### config.mk
export PLATFORM = sky130hd
export DESIGN_NAME = id_ex_latch_flat
export DESIGN_NICKNAME = d
export VERILOG_FILES = /design/src/rtl/id_ex_latch_pkg.sv /design/src/rtl/id_ex_latch_if.sv /design/src/rtl/id_ex_latch_sat_counter.sv /design/src/rtl/id_ex_latch.sv /design/src/flat_wrapper.sv
export SDC_FILE = /design/constraint.sdc
export NUM_CORES = 1
export LEC_CHECK = 0
export ABC_AREA = 1
export CORE_AREA = 3 3 159 161
export DETAILED_ROUTE_END_ITERATION = 6
export DIE_AREA = 0 0 162 164
export GPL_TIMING_DRIVEN = 0
export HOLD_SLACK_MARGIN = 0.05
export PLACE_DENSITY = 0.69
export SLEW_MARGIN = 30
export SYNTH_ARGS = -nofsm -noshare
export SYNTH_HDL_FRONTEND = slang
export SYNTH_SLANG_ARGS = --single-unit
### constraint.sdc
create_clock -name CLK -period 3.9 [get_ports CLK]
set_clock_uncertainty 0.05 [all_clocks]
set_input_delay 0.39 -clock CLK [delete_from_list [all_inputs] [get_ports CLK]]
set_output_delay 0.39 -clock CLK [all_outputs]
set_load 0.01 [all_outputs]
### src/rtl/id_ex_latch_pkg.sv
// Shared types for the ID/EX stage: decoded bundle, ALU opcodes and latch FSM states.
// Pure declarations, no logic; imported by the interface, top and tests.
package cpu_types_pkg;

  typedef logic [31:0] word_t;
  typedef logic [4:0]  regbits_t;

  typedef enum logic [3:0] {
    ALU_SLL  = 4'd0,
    ALU_SRL  = 4'd1,
    ALU_ADD  = 4'd2,
    ALU_SUB  = 4'd3,
    ALU_AND  = 4'd4,
    ALU_OR   = 4'd5,
    ALU_XOR  = 4'd6,
    ALU_NOR  = 4'd7,
    ALU_SLT  = 4'd8,
    ALU_SLTU = 4'd9,
    ALU_BEQ  = 4'd10,
    ALU_BNE  = 4'd11,
    ALU_LUI  = 4'd12
  } aluop_t;

  typedef struct packed {
    word_t    pc;
    word_t    instr;
    regbits_t rsel1;
    regbits_t rsel2;
    regbits_t wsel;
    word_t    imm;
    word_t    rdat1;
    word_t    rdat2;
    aluop_t   aluop;
    logic     MemRead;
    logic     MemWrite;
    logic     RegWrite;
    logic     datomic;
    logic     halt;
  } id_ex_t;

  typedef enum logic [1:0] {
    RUN    = 2'd0,
    HOLD   = 2'd1,
    HALTED = 2'd2
  } latch_state_t;

  localparam id_ex_t ID_EX_BUBBLE = '0;

endpackage

### src/rtl/id_ex_latch_if.sv
// ID/EX stage bus: hazard/fetch/memory controls and ID bundle in; EX bundle, status and counters out.
// The hazard/ID side uses master, the latch uses slave.
interface id_ex_latch_if #(parameter int CNT_W = 16);
  import cpu_types_pkg::*;

  logic             ihit;
  logic             mem_req;
  logic             dhit;
  logic             stall;
  logic             flush;
  id_ex_t           id_in;
  id_ex_t           ex_out;
  logic             ex_valid;
  logic             halted;
  logic             freeze;
  logic [CNT_W-1:0] bubble_cnt;
  logic [CNT_W-1:0] flush_cnt;

  modport master (
    output ihit, mem_req, dhit, stall, flush, id_in,
    input  ex_out, ex_valid, halted, freeze, bubble_cnt, flush_cnt
  );

  modport slave (
    input  ihit, mem_req, dhit, stall, flush, id_in,
    output ex_out, ex_valid, halted, freeze, bubble_cnt, flush_cnt
  );

endinterface

### src/rtl/id_ex_latch_sat_counter.sv
// Saturating up-counter: increments by one on inc, sticks at all-ones, sync active-high clear.
// Count is visible one cycle after inc; no backpressure.
module sat_counter #(
  parameter int W = 16
) (
  input  logic         CLK,
  input  logic         RST,
  input  logic         inc,
  output logic [W-1:0] count
);

  logic [W-1:0] r_count;

  always_ff @(posedge CLK) begin
    if (RST) begin
      r_count <= '0;
    end else if (inc && (r_count != {W{1'b1}})) begin
      r_count <= r_count + W'(1);
    end
  end

  assign count = r_count;

endmodule

### src/rtl/id_ex_latch.sv
// ID/EX pipeline register: 1-cycle ID->EX; stall/miss insert bubbles, flush squashes,
// data-memory wait freezes the stage (and upstream via freeze) with flushes deferred to release.
module id_ex_latch
  import cpu_types_pkg::*;
#(
  parameter int CNT_W = 16
) (
  input logic         CLK,
  input logic         RST,
  id_ex_latch_if.slave bus
);

  latch_state_t r_state;
  latch_state_t w_state_nxt;
  id_ex_t       r_ex;
  id_ex_t       w_ex_nxt;
  logic         r_valid;
  logic         w_valid_nxt;
  logic         r_halted;
  logic         w_halted_nxt;
  logic         r_flush_pend;
  logic         w_flush_pend_nxt;
  logic         w_mem_wait;
  logic         w_bub_inc;
  logic         w_flush_inc;
  logic [CNT_W-1:0] w_bubble_cnt;
  logic [CNT_W-1:0] w_flush_cnt;

  assign w_mem_wait = bus.mem_req & ~bus.dhit;

  always_comb begin
    w_state_nxt      = r_state;
    w_ex_nxt         = r_ex;
    w_valid_nxt      = r_valid;
    w_halted_nxt     = r_halted;
    w_flush_pend_nxt = r_flush_pend;
    w_bub_inc        = 1'b0;
    w_flush_inc      = 1'b0;
    case (r_state)
      RUN, HOLD: begin
        if (r_valid && r_ex.halt) begin
          w_state_nxt  = HALTED;
          w_halted_nxt = 1'b1;
        end else if (w_mem_wait) begin
          // Stalls during the wait are dropped; the hazard unit re-decides after release.
          w_state_nxt = HOLD;
          if (bus.flush) begin
            w_flush_pend_nxt = 1'b1;
          end
        end else begin
          w_state_nxt = RUN;
          if (bus.flush || r_flush_pend) begin
            w_ex_nxt         = ID_EX_BUBBLE;
            w_valid_nxt      = 1'b0;
            w_flush_inc      = 1'b1;
            w_flush_pend_nxt = 1'b0;
          end else if (bus.stall || !bus.ihit) begin
            w_ex_nxt    = ID_EX_BUBBLE;
            w_valid_nxt = 1'b0;
            w_bub_inc   = 1'b1;
          end else begin
            w_ex_nxt    = bus.id_in;
            w_valid_nxt = 1'b1;
          end
        end
      end
      HALTED: begin
        w_valid_nxt = 1'b0;
      end
      default: begin
        w_state_nxt = RUN;
      end
    endcase
  end

  always_ff @(posedge CLK) begin
    if (RST) begin
      r_state      <= RUN;
      r_ex         <= ID_EX_BUBBLE;
      r_valid      <= 1'b0;
      r_halted     <= 1'b0;
      r_flush_pend <= 1'b0;
    end else begin
      r_state      <= w_state_nxt;
      r_ex         <= w_ex_nxt;
      r_valid      <= w_valid_nxt;
      r_halted     <= w_halted_nxt;
      r_flush_pend <= w_flush_pend_nxt;
    end
  end

  sat_counter #(.W(CNT_W)) u_bubble_cnt (
    .CLK   (CLK),
    .RST   (RST),
    .inc   (w_bub_inc),
    .count (w_bubble_cnt)
  );

  sat_counter #(.W(CNT_W)) u_flush_cnt (
    .CLK   (CLK),
    .RST   (RST),
    .inc   (w_flush_inc),
    .count (w_flush_cnt)
  );

  assign bus.ex_out     = r_ex;
  assign bus.ex_valid   = r_valid;
  assign bus.halted     = r_halted;
  assign bus.freeze     = w_mem_wait & ~r_halted;
  assign bus.bubble_cnt = w_bubble_cnt;
  assign bus.flush_cnt  = w_flush_cnt;

endmodule

### src/flat_wrapper.sv
// flat-port wrapper written by rule: the top's interface ports become plain ports
module id_ex_latch_flat import cpu_types_pkg::*;
#(
  parameter int CNT_W = 16
)
  (CLK, RST, bus_ihit, bus_mem_req, bus_dhit, bus_stall, bus_flush, bus_id_in, bus_ex_out, bus_ex_valid, bus_halted, bus_freeze, bus_bubble_cnt, bus_flush_cnt);
  id_ex_latch_if #(.CNT_W(CNT_W)) bus_i ();
  input logic CLK;
  input logic RST;
  input wire logic [$bits(bus_i.ihit)-1:0] bus_ihit;
  input wire logic [$bits(bus_i.mem_req)-1:0] bus_mem_req;
  input wire logic [$bits(bus_i.dhit)-1:0] bus_dhit;
  input wire logic [$bits(bus_i.stall)-1:0] bus_stall;
  input wire logic [$bits(bus_i.flush)-1:0] bus_flush;
  input wire logic [$bits(bus_i.id_in)-1:0] bus_id_in;
  output wire logic [$bits(bus_i.ex_out)-1:0] bus_ex_out;
  output wire logic [$bits(bus_i.ex_valid)-1:0] bus_ex_valid;
  output wire logic [$bits(bus_i.halted)-1:0] bus_halted;
  output wire logic [$bits(bus_i.freeze)-1:0] bus_freeze;
  output wire logic [$bits(bus_i.bubble_cnt)-1:0] bus_bubble_cnt;
  output wire logic [$bits(bus_i.flush_cnt)-1:0] bus_flush_cnt;
  assign bus_i.ihit = bus_ihit;
  assign bus_i.mem_req = bus_mem_req;
  assign bus_i.dhit = bus_dhit;
  assign bus_i.stall = bus_stall;
  assign bus_i.flush = bus_flush;
  assign bus_i.id_in = bus_id_in;
  assign bus_ex_out = bus_i.ex_out;
  assign bus_ex_valid = bus_i.ex_valid;
  assign bus_halted = bus_i.halted;
  assign bus_freeze = bus_i.freeze;
  assign bus_bubble_cnt = bus_i.bubble_cnt;
  assign bus_flush_cnt = bus_i.flush_cnt;
  id_ex_latch #(.CNT_W(CNT_W)) u_core (.CLK(CLK), .RST(RST), .bus(bus_i));
endmodule
======== After elaboration in Yosys (flattened, before gate mapping) ========
Cells that the tools add are included.
storage, ports and cells
  bits in registers ....................... 221
  bits of input ports ..................... 191
  output and inout bits ................... 219
  word-level logic and storage cells ...... 71
cells by class
  $add $sub $neg .......................... 2
  eq/ne operators ......................... 7
  multiplexer cells ....................... 22
  bitwise operators ....................... 6
  reduce and logical (&&, ||, !) cells .... 14
operator list
  kind                     number
  $mux W184                2
  $add A16 B1 Y16 const B  2
  $ne A16 B16 Y1 const B   2
  $mux W1                  17
  $ne A2 B2 Y1 const B     3
  $reduce_and A3 Y1        2
  $not A1 Y1               4
  $pmux W2 S2              1
  $reduce_and A4 Y1        1
  $reduce_bool A2 Y1       2
  $logic_and A1 B1 Y1      3
  $and A1 B1 Y1            2
  $eq A2 B1 Y1 const B     1
  $eq A2 B2 Y1 const B     1
  $logic_not A2 Y1         1
  $logic_or A1 B1 Y1       2
  $mux W2                  1
  $pmux W1 S2              1
  $reduce_and A2 Y1        1
  $reduce_or A2 Y1         1
  $logic_not A1 Y1         1

======== Logic depth before layout (Yosys ltp) ========
  depth in word-level cells ............... 8
  mapped depth ............................ 9
  gate-level depth less buffers ........... 9

======== By module ========
Synthesis repeated with hierarchy kept, for this count alone.
unflattened totals
  cell total of the unflattened synthesis .. 1,165
  area total of the unflattened synthesis .. 9,638.0 sq um
modules (own cells, without submodules)
  module                              times used  cells each  area each (sq um)  seq. area each (sq um)
  id_ex_latch                         1           855         7,721.2            3,783.6
  sat_counter at u_core.u_flush_cnt   1           161         987.2              320.3
  sat_counter at u_core.u_bubble_cnt  1           149         929.6              320.3

======== Worst setup path before layout ========
Ideal clock, no wire load.
  kind .................................... register to register
  start ................................... register u_core.u_bubble_cnt.r_count[1] (netlist: u_core.u_bubble_cnt.count[1])
  end ..................................... register u_core.u_bubble_cnt.r_count[10] (netlist: u_core.u_bubble_cnt.count[10])
  setup time .............................. 0.115 ns
  arrival ................................. 1.370 ns
  data required time ...................... 3.735 ns
  path slack .............................. 2.365 ns
  stages on the path, launching flop included .. 9
  path buffers ............................ 0
  clock period less this slack ............ 1.535 ns
  cell sequence ........................... dfxtp_1 > ha_1 > nand3_1 > inv_1 > nand2_1 > nor2_1 > nand2_1 > a21oi_1 > nor2_1
on the way
  cells in the longest elaborated chain, start to end .. 2
  elaborated cells between the ends (all ways) .. 3
  classes of those cells .................. add/sub (1); eq/ne (1); reduce/logical (1)
ends and longest elaborated chain
  item                                                     line                           source
  start, declared                                          id_ex_latch_sat_counter.sv:12  logic [W-1:0] r_count;
  start signal, assigned                                   id_ex_latch_sat_counter.sv:18  r_count <= r_count + W'(1);
  branches (longest 2 deep; another with $add A16 B1 Y16)  -
Parallel ways; which one is timed is not known.
A chain may end at the register's enable or synchronous reset.

======== Final worst setup path ========
  start ................................... input port bus_mem_req
  end ..................................... output port bus_freeze
on the way
  cells in the longest elaborated chain, start to end .. 2
ends and longest elaborated chain
  item             line                source
  start, declared  flat_wrapper.sv:11  input wire logic [$bits(bus_i.mem_req)-1:0] bus_mem_req;
  $and A1 B1 Y1    id_ex_latch.sv:29   assign w_mem_wait = bus.mem_req & ~bus.dhit;
  $and A1 B1 Y1    id_ex_latch.sv:109  assign bus.freeze = w_mem_wait & ~r_halted;
  end, declared    flat_wrapper.sv:19  output wire logic [$bits(bus_i.freeze)-1:0] bus_freeze;
No other way between the ends.

==> key figures <==
Status
  – Result of the run: finished clean

Placed design
  – Dpl hpwl: 22700 microns
  – Buffers on Ports: 408
  – Placer Congestion: 0.898

Floorplan
  – Die area: about 27000 sq um
  – I/O Pins: 410
  – Initial Utilization: 33.6%
  – Die X: 162 microns
  – Die height: 164 microns
  – Core Area: 24100 sq um
  – Row cnt: between 50 and 60

Drt
  – DRC Markers: 0
  – Met3 routed WL: 2400 microns
  – Routed WL per cell: 17.4 microns
  – Drt total wl: roughly 30000 microns
  – Post-DRT Antenna Nets: 0
  – Highest routed layer: met4
  – Vias: about 8300
  – Met2 WL: 14200 microns
  – Detail-routed via count per cell: 4.83
  – DRT Pass-1 Iters: 6
  – WL met1: ~12000 microns
  – 1st-iter DRT viols: 570

STA
  – Highest clock rate: 0.468 GHz
  – TNS Setup: 0 ns
  – Slew headroom: between 50% and 60%
  – Final Cycle Share: between 50% and 60%
  – # setup viols final: 0
  – Min cycle time layout: 2.14 ns
  – Setup repair after global routing missed its margin: no
  – Final hold slack: slightly above 0.4 ns
  – Slew @ Worst Pin: approximately 0.63 ns
  – Final Hold Fails: 0
  – Fin. max-slew vios: 0

Clock tree
  – Worst-skew pair later-pin latency: approximately 0.51 ns
  – TritonCTS sink count: 221
  – Post-cts resize count: 0
  – TritonCTS clock tree: yes
  – Reg clk slew, reported paths: 0.06 ns
  – Hold_buf cts: 0
  – H-tree depth: 1
  – CTS Buf Count: 25
  – Clk buf depth: 3
  – CTS root buf: clkbuf_16
  – Postcts setup bufs: 0

Pwr
  – Worst VDD drop: 0.311 mV
  – Pwr Density: 372 nW/um^2
  – Pleak: 4.89 nW

Global route
  – Vias in the first global route: 7920
  – Largest net degree at the start of global routing: 13
  – First-pass GRT wire length: 45000 microns
  – Gr usage total: 21.2%
  – Initial antenna violation count: 0
  – Overflow after GRT: 0

Setup path
  – CP endpoint kind: output pin
  – Required time worst endpoint: 3.46 ns
  – Crit. Startpoint: bus_mem_req
  – FF-to-FF End: u_core.u_bubble_cnt.count[3]$_SDFFE_PP0P_
  – Register-to-register setup slack: 2.05 ns
  – Startpoint Class: input pin
  – CP max FO: 3
  – Critical path class: in2out
  – CP Data Arrival Time: 1.70 ns
  – Worst R2R Start: u_core.u_bubble_cnt.count[1]$_SDFFE_PP0P_
  – Worst r2r path cells: 7

Layout
  – Final net count: 1573
  – Synth-to-layout area growth: 64.4%
  – N_diodes: 0
  – Commonest non-fill, non-tap cell in the layout: clkdlybuf4s50_1
  – Final Util: 55.2%
  – Most frequent cells in the layout: clkdlybuf4s50_1 (408), nor2_1 (251), dfxtp_1 (221)
  – Layout cells sized above 1: approximately 5.4%

Synth
  – Sequential area share after synthesis: ~55%
  – FF+latch count, synth: 221
  – Yosys warns: 0
  – Post-Syn Area per Cell: 8.56 sq um
  – Synth Instances: about 950
  – Cell area after synthesis: 8090 sq um
  – Synth unique cells: 24
  – Syn_nets: roughly 1100

Min path
  – Hold depth: 2
  – Hold Path Sink: u_core.bus.ex_out[76]$_SDFFE_PP0P_
  – HP Start: u_core.bus.ex_out[76]$_SDFFE_PP0P_
  – HP Class: reg2reg

Run
  – Max_cap viols: 0
metrics by stage:
stage	total power, mW	area (sq um)	cells	setup WS (ns)
after floorplan	2.53	8090	945	2.37
after global placement	2.86	12600	1677	1.51
after detailed placement	2.87	12600	1677	1.47
after CTS	5.01	13300	1718	1.75
after global routing	5.13	13300	1718	1.70
final	4.95	13300	1718	1.76
per-layer routing:
layer	track usage, %	up-vias
met1	26.6	3844
met5	0	-
li1	-	4091
met3	6.58	54
met2	35.3	310
met4	6.05	0
layout make-up:
class	count	area [sq um]
Buffer	63	315
Timing Repair Buffer	408	4080
Sequential cell	221	4420
Multi-Input combinational cell	630	3230
Clock inverter	6	38.8
Clock buffer	35	683
Fill cell	2233	10800
Inverter	31	116
Tap cell	324	405
Yosys cell counts (all sizes together):
| cell type | count | area share, % |
|---|---|---|
| clkbuf | 31 | 1.4 |
| nor2 | 255 | 12 |
| a21oi | 28 | 1.7 |
| a211oi | 1 | 0.093 |
| nor3 | 1 | 0.062 |
| xor2 | 6 | 0.65 |
| o21ai | 9 | 0.56 |
| inv | 31 | 1.4 |
| a22oi | 179 | 17 |
| dfxtp | 221 | 55 |
| nand2 | 109 | 5.2 |
| nand3b | 2 | 0.19 |
| xnor2 | 4 | 0.43 |
| nand3 | 34 | 2.2 |
| buf | 32 | 2.5 |
| ha | 2 | 0.31 |
flip-flops by register name, indices dropped and copies added (netlist names):
name                       cells
u_core.bus.ex_out            184
u_core.u_bubble_cnt.count     16
u_core.u_flush_cnt.count      16
u_core.r_state                 2
u_core.bus.ex_valid            1
u_core.bus.halted              1
u_core.r_flush_pend            1
where the power goes:
part	switching, mW	leakage (nW)	total (mW)	internal, mW
sequential	0.0245	1.79	2.32	2.30
combinational	0.218	2.75	0.499	0.281
clock	0.919	0.348	2.13	1.21
worst max-delay path: stages:
cell and delay, ns:
clkdlybuf4s50_1 0.48, nand2_1 0.14, nor2_1 0.12, clkdlybuf4s50_1 0.57
logic make-up after synthesis:
| kind of cell | after synthesis | share of synthesized area, % |
|---|---|---|
| AOI/OAI and AO/OA | 217 | 19.0 |
| xor gates and xnor gates | 10 | 1.08 |
| adders and majority gates | 2 | 0.309 |
| buffers and inverters | 94 | 5.34 |
| DFF | 221 | 54.7 |
| and+or+nand+nor | 401 | 19.6 |
how the worst max path moves through the flow:
| stage | to | slack (ns) | cells after the start |
|---|---|---|---|
| final | bus_freeze | 1.76 | 4 |
| after global routing | bus_freeze | 1.70 | 5 |
| after CTS | bus_freeze | 1.75 | 4 |
| after floorplan | u_core.u_bubble_cnt.count[10]$_SDFFE_PP0P_ | 2.37 | 8 |
| after detailed placement | u_core.bus.ex_out[126]$_SDFFE_PP0P_ | 1.47 | 8 |
| after global placement | u_core.bus.ex_out[126]$_SDFFE_PP0P_ | 1.51 | 8 |
(Power assumes the default switching activity.)
